File: config.mk
export PLATFORM = sky130hd
export DESIGN_NAME = mux_scan_flat
export DESIGN_NICKNAME = d
export VERILOG_FILES = /design/src/rtl/mux_scan_pkg.sv /design/src/rtl/mux_scan_if.sv /design/src/rtl/mux_scan_next.sv /design/src/rtl/mux_scan.sv /design/src/flat_wrapper.sv
export SDC_FILE = /design/constraint.sdc
export NUM_CORES = 1
export LEC_CHECK = 0
export ABC_AREA = 1
export CORE_MARGIN = 5
export CORE_UTILIZATION = 25
export CTS_BUF_LIST = sky130_fd_sc_hd__clkbuf_4
export CTS_CLUSTER_SIZE = 24
export DETAILED_ROUTE_END_ITERATION = 10
export HOLD_SLACK_MARGIN = 0.15
export PLACE_DENSITY_LB_ADDON = 0.3
export SETUP_SLACK_MARGIN = 0.5
export SLEW_MARGIN = 10
export SYNTH_ARGS = -nofsm -noshare
export SYNTH_HDL_FRONTEND = slang
export SYNTH_SLANG_ARGS = --single-unit
File: constraint.sdc
create_clock -name clk -period 2.25 [get_ports clk]
set_input_delay 0.45 -clock clk [delete_from_list [all_inputs] [get_ports clk]]
set_output_delay 0.45 -clock clk [all_outputs]
set_load 0.05 [all_outputs]
File: src/rtl/mux_scan_pkg.sv
// Shared constants and helpers for the registered scanning multiplexer.
package mux_scan_pkg;

  localparam logic MODE_DIRECT = 1'b0;
  localparam logic MODE_SCAN   = 1'b1;

  function automatic int clog2(input int n);
    int r;
    r = 0;
    for (int v = 1; v < n; v = v * 2) r++;
    return r;
  endfunction

endpackage

File: src/rtl/mux_scan_if.sv
// Channel-side inputs and consumer-side handshake of the scanning multiplexer.
interface mux_scan_if
  import mux_scan_pkg::*;
#(
  parameter int WIDTH = 8,
  parameter int CH    = 4
);
  localparam int SELW = clog2(CH);

  logic [CH*WIDTH-1:0] din;
  logic [CH-1:0]       ch_valid;
  logic                mode;
  logic [SELW-1:0]     sel;
  logic [CH-1:0]       mask;
  logic [WIDTH-1:0]    out_data;
  logic [SELW-1:0]     out_ch;
  logic                out_valid;
  logic                out_ready;
  logic                drop;

  modport master (
    output din, ch_valid, mode, sel, mask, out_ready,
    input  out_data, out_ch, out_valid, drop
  );

  modport slave (
    input  din, ch_valid, mode, sel, mask, out_ready,
    output out_data, out_ch, out_valid, drop
  );

endinterface

File: src/rtl/mux_scan_next.sv
// Finds the next enabled channel strictly after ptr, wrapping; a lone enabled
// ptr maps back onto itself because the search ends at offset CH.
module mux_scan_next
  import mux_scan_pkg::*;
#(
  parameter int CH   = 4,
  parameter int SELW = clog2(CH)
) (
  input  logic [SELW-1:0] ptr,
  input  logic [CH-1:0]   mask,
  output logic [SELW-1:0] nxt,
  output logic            any
);

  logic [SELW-1:0] idx;
  logic            found;

  always_comb begin
    nxt   = ptr;
    idx   = ptr;
    found = 1'b0;
    for (int i = 1; i <= CH; i++) begin
      idx = ptr + SELW'(i);
      if (!found && mask[idx]) begin
        nxt   = idx;
        found = 1'b1;
      end
    end
  end

  assign any = |mask;

endmodule

File: src/rtl/mux_scan.sv
// Registered N:1 multiplexer with direct-select and round-robin scan modes,
// a one-deep valid/ready output slot and a drop flag for lost samples.
module mux_scan
  import mux_scan_pkg::*;
#(
  parameter int WIDTH = 8,
  parameter int CH    = 4,
  parameter int DWELL = 4
) (
  input logic      clk,
  input logic      rst_n,
  mux_scan_if.slave bus
);

  localparam int SELW = clog2(CH);
  localparam int DW   = (DWELL > 1) ? clog2(DWELL) : 1;
  localparam logic [DW-1:0] DLAST = DW'(DWELL - 1);

  logic [SELW-1:0]  ptr;
  logic [DW-1:0]    dcnt;
  logic [WIDTH-1:0] out_data_r;
  logic [SELW-1:0]  out_ch_r;
  logic             out_valid_r;
  logic             drop_r;

  logic [SELW-1:0]  nxt;
  logic             any;
  logic [WIDTH-1:0] ch_data;
  logic             qualify;
  logic             slot_free;

  mux_scan_next #(.CH(CH), .SELW(SELW)) u_next (
    .ptr  (ptr),
    .mask (bus.mask),
    .nxt  (nxt),
    .any  (any)
  );

  always_comb begin
    ch_data = '0;
    for (int k = 0; k < CH; k++) begin
      if (ptr == SELW'(k)) ch_data = bus.din[k*WIDTH +: WIDTH];
    end
  end

  // In scan mode a masked channel is never sampled, even while the pointer
  // still rests on it after a mode switch.
  assign qualify   = bus.ch_valid[ptr] && ((bus.mode == MODE_DIRECT) || bus.mask[ptr]);
  assign slot_free = !out_valid_r || bus.out_ready;

  always_ff @(posedge clk) begin
    if (!rst_n) begin
      ptr         <= '0;
      dcnt        <= '0;
      out_data_r  <= '0;
      out_ch_r    <= '0;
      out_valid_r <= 1'b0;
      drop_r      <= 1'b0;
    end else begin
      drop_r <= 1'b0;

      if (bus.mode == MODE_DIRECT) begin
        ptr  <= bus.sel;
        dcnt <= '0;
      end else if (dcnt == DLAST) begin
        dcnt <= '0;
        if (any) ptr <= nxt;
      end else begin
        dcnt <= dcnt + DW'(1);
      end

      if (slot_free) begin
        if (qualify) begin
          out_data_r  <= ch_data;
          out_ch_r    <= ptr;
          out_valid_r <= 1'b1;
        end else begin
          out_valid_r <= 1'b0;
        end
      end else if (qualify) begin
        drop_r <= 1'b1;
      end
    end
  end

  assign bus.out_data  = out_data_r;
  assign bus.out_ch    = out_ch_r;
  assign bus.out_valid = out_valid_r;
  assign bus.drop      = drop_r;

endmodule

File: src/flat_wrapper.sv
// flat-port wrapper written by rule: the top's interface ports become plain ports
module mux_scan_flat import mux_scan_pkg::*;
#(
  parameter int WIDTH = 8,
  parameter int CH    = 4,
  parameter int DWELL = 4
)
  (clk, rst_n, bus_din, bus_ch_valid, bus_mode, bus_sel, bus_mask, bus_out_ready, bus_out_data, bus_out_ch, bus_out_valid, bus_drop);
  mux_scan_if #(.WIDTH(WIDTH), .CH(CH)) bus_i ();
  input logic clk;
  input logic rst_n;
  input wire logic [$bits(bus_i.din)-1:0] bus_din;
  input wire logic [$bits(bus_i.ch_valid)-1:0] bus_ch_valid;
  input wire logic [$bits(bus_i.mode)-1:0] bus_mode;
  input wire logic [$bits(bus_i.sel)-1:0] bus_sel;
  input wire logic [$bits(bus_i.mask)-1:0] bus_mask;
  input wire logic [$bits(bus_i.out_ready)-1:0] bus_out_ready;
  output wire logic [$bits(bus_i.out_data)-1:0] bus_out_data;
  output wire logic [$bits(bus_i.out_ch)-1:0] bus_out_ch;
  output wire logic [$bits(bus_i.out_valid)-1:0] bus_out_valid;
  output wire logic [$bits(bus_i.drop)-1:0] bus_drop;
  assign bus_i.din = bus_din;
  assign bus_i.ch_valid = bus_ch_valid;
  assign bus_i.mode = bus_mode;
  assign bus_i.sel = bus_sel;
  assign bus_i.mask = bus_mask;
  assign bus_i.out_ready = bus_out_ready;
  assign bus_out_data = bus_i.out_data;
  assign bus_out_ch = bus_i.out_ch;
  assign bus_out_valid = bus_i.out_valid;
  assign bus_drop = bus_i.drop;
  mux_scan #(.WIDTH(WIDTH), .CH(CH), .DWELL(DWELL)) u_core (.clk(clk), .rst_n(rst_n), .bus(bus_i));
endmodule
==> reports/qor.csv, run 1 <==
stage;metric;value;unit
worst_setup_path;CP bufs+invs;1;
place;post-detail-place hpwl;2.854;mm
drt;Initial DRT Pass Iterations;4;
worst_setup_path;CP Data Arrival Time;1.19;ns
yosys;Seq/Total Area, Yosys;26.95;%
clocking;Clock transition at path regs;0.09;ns
worst_hold_path;Hold Path End;u_core.dcnt[0]$_SDFF_PP0_;
final_layout;share of post-route cells with drive strength above 1;13.04;%
global_route;largest net degree at the start of global routing;17;
power_and_ir_drop;Clock power frac;12.4;%
yosys;mux cell area share after synthesis;0;%
place;I/O Buffers;57;
power_and_ir_drop;P_leak;0.8434;nW
worst_setup_path;Crit path required time;1.80;ns
clocking;htree depth;1;
worst_setup_path;Crit Path Max Fanout;2;
global_route;first-pass GRT wire length;5.540;mm
yosys;Cells after Synth;191;
worst_setup_path;Setup crit start kind;flop;
final_layout;ant diodes;0;
yosys;compound-gate portion of the synthesized area;17.47;%
final_layout;area of the multi-input gates;792.0;µm²
worst_setup_path;setup slack, reg-to-reg;0.63;ns
worst_setup_path;R2R Path End;u_core.bus.out_data[7]$_SDFFE_PN0P_;
sta;max-slew violations;0;
sta;Final Skew;0.008381;ns
yosys;Synth area leader;dfxtp_1;
floorplanning;Die Wd;78.96;µm
yosys;largest family of logic cells by synthesized area;simple AND/OR/NAND/NOR gates;
sta;final setup vio count;0;
worst_setup_path;Critical-path top delay cell;dlygate4sd2_1;
final_layout;register area;321.6;µm²
sta;worst-margin pin slew;0.5034;ns
floorplanning;Die H;78.96;µm
floorplanning;std cell rows;25;
outcome;outcome;finished, final reports clean;
drt;DR vias;1400;
clocking;CTS Root Cell;clkbuf_4;
final_layout;# fillers;509;
worst_setup_path;critical path class;flop to output pin;
yosys;Net Count, Synth;242;
worst_setup_path;crit path cell chain;dlygate4sd2_1;
sta;Rel. slew slack;66.44;%
sta;minimum clock period;1.643;ns
sta;RSZ-0062 raised after global routing;true;
sta;post-route setup slack;0.6074;ns
place;GPL Wtd Cong;0.7886;
global_route;antenna violations before repair;0;
clocking;clk_lat worst skew;0.28;ns
power_and_ir_drop;Seq pwr share;28.9;%
worst_hold_path;hold path depth;1;
final_layout;most common cell after layout, fill and taps aside;nand2_1;
sta;Final TNS setup;0;ns
flow_run;Max Cap Viol;0;
floorplanning;Starting Density;25.50;%
global_route;vias in the first global route;1307;
global_route;Overflow after GRT;0;
clocking;CTS Sinks;16;
power_and_ir_drop;sw frac;45.10;%
worst_hold_path;Worst Min Path Start;u_core.dcnt[0]$_SDFF_PP0_;
worst_setup_path;max incr delay on CP;0.55;ns
drt;Initial DRC Count;56;
yosys;ranking of synthesized cells by area;dfxtp_1 (27%), nand2_1 (16%), nand3_1 (11%), nor2_1 (6.9%), o21ai_0 (5.5%);
yosys;simple-gate portion of the synthesized area;40.95;%
yosys;Synth Register Bits;16;
worst_setup_path;cell family with most CP delay;buffers and inverters;
drt;drt total wl;3.428;mm
worst_setup_path;Critical Path Sink Type;output pin;
final_layout;fin util;40.43;%
power_and_ir_drop;Internal;0.6713;mW
drt;DRC Markers;0;
power_and_ir_drop;sw power;0.5515;mW
power_and_ir_drop;VDD IR max;211.5;µV
clocking;CTS Hold Buffers Added;0;
sta;count of final hold-check violations;0;
yosys;synthesized-area fraction occupied by adder cells;5.263;%
drt;Post-DRT Antenna Nets;0;
final_layout;most frequent cells in the layout;nand2_1 (51), clkdlybuf4s50_1 (45), nand3_1 (26), nor2_1 (21), dfxtp_1 (15);
sta;Tcrit/Tclk final;73.01;%
yosys;Synth top area share;26.95;%
yosys;XOR/XNOR Fraction of Synth Area;0;%
yosys;synthesized area;1189;µm²
worst_hold_path;Hold Crit Class;flop to flop;
place;pre-CTS setup slack;0.3498;ns
worst_setup_path;FF-to-FF path depth;9;
worst_setup_path;reg-to-reg startpoint;u_core.ptr[1]$_SDFFE_PN0P_;
yosys;syn avg cell area;6.223;µm²
clocking;CTS Buffer Depth;2;
yosys;Yosys warnings;0;
power_and_ir_drop;power density cells;649.0;nW/µm²
final_layout;final-stage net count;305;
clocking;Num CTS Buffers;3;
sta;f_max;608.8;MHz
yosys;unique cell type count in the Yosys netlist;22;
floorplanning;Placeable Area;4661;µm²
power_and_ir_drop;combinational group share of total power;58.7;%
drt;Routed wire per std cell;11.17;µm
drt;Vias/cell;4.560;
floorplanning;total die area;6234;µm²
floorplanning;I/O Pins;58;
clocking;TritonCTS clock tree;built;
final_layout;synthesis-to-layout area growth;58.53;%
global_route;total track usage;10.85;%
[cells by family (layout without fill, tap and decap cells)]
kind of cell,after synthesis,count (layout)
compound gates,37,37
fa+ha+maj,5,5
buf+inv,21,83
flops,16,16
simple gates,112,112
[synth_stat cells]
cell type	count
clkbuf_1	3
inv_1	12
buf_1	1
a21oi_1	11
nand2_4	1
nand2_1	52
buf_12	1
nand2_2	8
inv_8	1
o21ai_1	6
o21ai_2	4
nor2_1	22
buf_2	1
o31ai_1	3
clkinv_1	1
nor3_1	1
nor4_1	2
buf_6	1
nand3_1	26
o21ai_0	13
dfxtp_1	16
ha_1	5
[layout make-up]
cell class / instances / area share, %
flip-flops and latches: 16 / 17.07
inverters: 14 / 3.386
clock inverters: 1 / 0.1992
multi-input cells: 154 / 42.03
repair buffers: 65 / 32.54
clock buffers: 3 / 1.195
well taps: 54 / 3.586
[worst max path at each step]
stage	to	cells after the start	from	slack, ns
after CTS	u_core.ptr[0]$_SDFFE_PN0P_	12	u_core.ptr[0]$_SDFFE_PN0P_	0.52
after detailed placement	u_core.bus.out_data[7]$_SDFFE_PN0P_	9	bus_mask[3]	0.35
after global routing	u_core.ptr[0]$_SDFFE_PN0P_	12	u_core.ptr[1]$_SDFFE_PN0P_	0.49
after global placement	u_core.bus.out_data[4]$_SDFFE_PN0P_	8	bus_ch_valid[1]	0.38
after floorplan	u_core.ptr[0]$_SDFFE_PN0P_	13	u_core.ptr[0]$_SDFFE_PN0P_	0.57
final	bus_out_ch[0]	1	u_core.bus.out_ch[0]$_SDFFE_PN0P_	0.61
[what timing repair did]
item                       CTS  global route
gates resized for setup     13            12
setup endpoints to repair   13             9
setup buffers                0             3
[flip-flops by register name (all words and copies together), names as in the netlist]
signal and flops:
u_core.bus.out_data 8, u_core.bus.out_valid 1, u_core.dcnt 2, u_core.ptr 2, u_core.bus.out_ch 2, u_core.bus.drop 1
[power by group through the flow]
stage	clock (mW)	sequential [mW]	combinational [mW]
finish	0.151	0.354	0.718
global route	0.166	0.360	0.796
CTS	0.155	0.355	0.685
detailed placement	0	0.362	0.708
global placement	0	0.362	0.703
floorplan	0	0.485	0.363
[stage by stage]
step                      instances  power (mW)  instance area [µm²]  hold slack [ns]
after floorplan                 191      0.8488                 1189           0.4072
after global placement          300       1.064                 1813           0.4216
after detailed placement        300       1.069                 1813           0.4323
after CTS                       304       1.194                 1826           0.4468
after global routing            307       1.322                 1884           0.4654
final                           307       1.223                 1884           0.4383
[per-layer routing]
metal,vias to the layer above,GRT usage (%),share of wire (%)
met5,-,0,0
li1,756,-,-
met4,0,3.608,1.1
met2,43,18.25,45
met3,2,2.494,7.3
met1,599,13.65,47
(Power assumes the default switching activity.)
==> run 2, diff against run 1 <==
==> constraint.sdc (replaced) <==
create_clock -name clk -period 1.5 [get_ports clk]
set_input_delay 0.3 -clock clk [delete_from_list [all_inputs] [get_ports clk]]
set_output_delay 0.3 -clock clk [all_outputs]
set_load 0.05 [all_outputs]
==> run 2 against run 1 <==
Net effect:
- the flow now finishes with violations (negative setup slack)
- sequential share of layout area down 2.4 points
- highest routed layer unchanged
- register-to-register slack worse by 0.64 ns
- utilization rose by 10 points
==> reports/qor.csv, run 2 (same netlist as run 1, synthesis figures left out) <==
stage;metric;value;unit
outcome;outcome;finished with violations;
outcome;failing checks;negative setup slack;
clocking;CTS Sinks;16;
sta;Rel. slew slack;77.05;%
global_route;first-pass GRT wire length;5.809;mm
place;post-detail-place hpwl;2.988;mm
drt;Vias/cell;4.550;
drt;Routed wire per std cell;12.03;µm
sta;final setup vio count;1;
drt;Initial DRC Count;59;
sta;RSZ-0062 raised after global routing;true;
sta;Tcrit/Tclk final;100.6;%
floorplanning;std cell rows;25;
worst_setup_path;R2R Path End;u_core.ptr[0]$_SDFFE_PN0P_;
final_layout;synthesis-to-layout area growth;97.68;%
clocking;Num CTS Buffers;3;
place;GPL Wtd Cong;0.8457;
sta;Hold WS;0.4579;ns
sta;post-route setup slack;-0.008768;ns
worst_setup_path;critical path class;flop to flop;
drt;met2 wire length;1.923;mm
worst_setup_path;setup slack, reg-to-reg;-0.009;ns
power_and_ir_drop;power density cells;992.0;nW/µm²
sta;max-slew violations;0;
clocking;Clock transition at path regs;0.09;ns
clocking;TritonCTS clock tree;built;
sta;worst-margin pin slew;0.3406;ns
global_route;largest net degree at the start of global routing;17;
worst_hold_path;Hold Crit Class;flop to flop;
final_layout;# fillers;467;
power_and_ir_drop;total power;2.331;mW
final_layout;max reg flops;8;
flow_run;Max Cap Viol;0;
global_route;vias in the first global route;1339;
floorplanning;Die Wd;78.96;µm
floorplanning;I/O Pins;58;
clocking;CTS Hold Buffers Added;0;
final_layout;area of the multi-input gates;972.2;µm²
sta;minimum clock period;1.509;ns
clocking;CTS Buffer Depth;2;
worst_setup_path;Crit path required time;1.69;ns
place;I/O Buffers;57;
final_layout;final-stage net count;320;
worst_setup_path;Crit Path Max Fanout;5;
floorplanning;Starting Density;25.50;%
worst_setup_path;reg-to-reg startpoint;u_core.ptr[0]$_SDFFE_PN0P_;
global_route;total track usage;11.20;%
final_layout;ant diodes;0;
drt;DRC Markers;0;
drt;Post-DRT Antenna Nets;0;
drt;Initial DRT Pass Iterations;4;
clocking;CTS Root Cell;clkbuf_4;
drt;met3 WL;143;µm
final_layout;register area;345.3;µm²
final_layout;most frequent cells in the layout;clkdlybuf4s50_1 (44), nand2_1 (43), nand3_1 (23), nor2_1 (19), buf_4 (17);
worst_setup_path;FF-to-FF path depth;12;
drt;max layer used;met4;
global_route;antenna violations before repair;0;
power_and_ir_drop;VDD IR max;372.9;µV
worst_hold_path;hold path depth;1;
worst_setup_path;CP Data Arrival Time;1.70;ns
clocking;clk_lat worst skew;0.28;ns
global_route;Overflow after GRT;0;
drt;drt total wl;3.875;mm
clocking;htree depth;1;
worst_hold_path;Hold Path End;u_core.dcnt[0]$_SDFF_PP0_;
sta;count of final hold-check violations;0;
drt;met1 WL;1.751;mm
worst_setup_path;Critical Path Sink Type;flop;
sta;Final Skew;0.003735;ns
floorplanning;Die H;78.96;µm
floorplanning;Placeable Area;4661;µm²
floorplanning;total die area;6234;µm²
worst_hold_path;Worst Min Path Start;u_core.dcnt[0]$_SDFF_PP0_;
sta;f_max;662.8;MHz
worst_setup_path;Setup crit start kind;flop;
final_layout;share of post-route cells with drive strength above 1;39.18;%
drt;DR vias;1465;
power_and_ir_drop;P_leak;0.9736;nW
final_layout;most common cell after layout, fill and taps aside;clkdlybuf4s50_1;
-- run 2: layer usage --
metal | global-route usage [%] | vias up
met2 | 18.42 | 34
met1 | 15.43 | 635
li1 | - | 790
met3 | 0.6803 | 6
met5 | 0 | -
met4 | 4.124 | 0
-- run 2: final cells by class --
cell class,instances,share of cell area (%)
tap,54,2.875
clock inverter,1,0.1597
timing repair buffer,78,36.69
timing repair inverter,1,0.3195
multi-input combinational,155,41.37
sequential,16,14.70
clock buffer,3,0.9585
inverter,14,2.929
-- run 2: worst max-delay path, cell delays in order, from the launching register on --
cell,delay (ns)
dfxtp_4,0.40
inv_8,0.05
ha_4,0.26
inv_4,0.08
nand3_4,0.06
nand2_4,0.10
nand2_4,0.05
nor2_4,0.12
nor2_1,0.05
nand2_1,0.10
nand2_1,0.05
nand2_1,0.05
nor2_1,0.03
-- run 2: worst max-delay path by stage --
stage,startpoint,endpoint,slack (ns),cells past startpoint
finish,u_core.ptr[0]$_SDFFE_PN0P_,u_core.ptr[0]$_SDFFE_PN0P_,-0.009,12
global route,u_core.ptr[0]$_SDFFE_PN0P_,u_core.ptr[0]$_SDFFE_PN0P_,-0.09,12
CTS,u_core.ptr[1]$_SDFFE_PN0P_,u_core.bus.out_data[3]$_SDFFE_PN0P_,0.03,8
detailed placement,bus_mask[2],u_core.ptr[0]$_SDFFE_PN0P_,-0.19,11
global placement,bus_mask[2],u_core.ptr[0]$_SDFFE_PN0P_,-0.14,11
floorplan,u_core.ptr[0]$_SDFFE_PN0P_,u_core.ptr[0]$_SDFFE_PN0P_,0.02,13
-- run 2: per-stage QoR --
stage / std cells / TNS (ns) / area (µm²) / utilization (%) / setup slack (ns)
6_report: 322 / -0.008768 / 2350 / 50.42 / -0.008768
2_1_floorplan: 191 / 0 / 1257 / - / 0.01889
4_1_cts: 317 / 0 / 2146 / 46.04 / 0.03186
3_3_place_gp: 309 / -1.522 / 2052 / 44.03 / -0.1371
5_1_grt: 322 / -0.2883 / 2350 / 50.42 / -0.09037
3_5_place_dp: 309 / -1.627 / 2052 / 44.03 / -0.1886
-- run 2: report_power, final --
part           internal [mW]  switching (mW)
sequential             0.507          0.0713
combinational          0.727           0.796
clock                 0.0966           0.133
total                   1.33            1.00
-- run 2: timing repair --
| item | in CTS | in global routing |
|---|---|---|
| cloned | 0 | 2 |
| resized for setup | 21 | 42 |
| setup buffers | 4 | 3 |
| setup endpoints to repair | 28 | 28 |
| pin swaps | 4 | 11 |
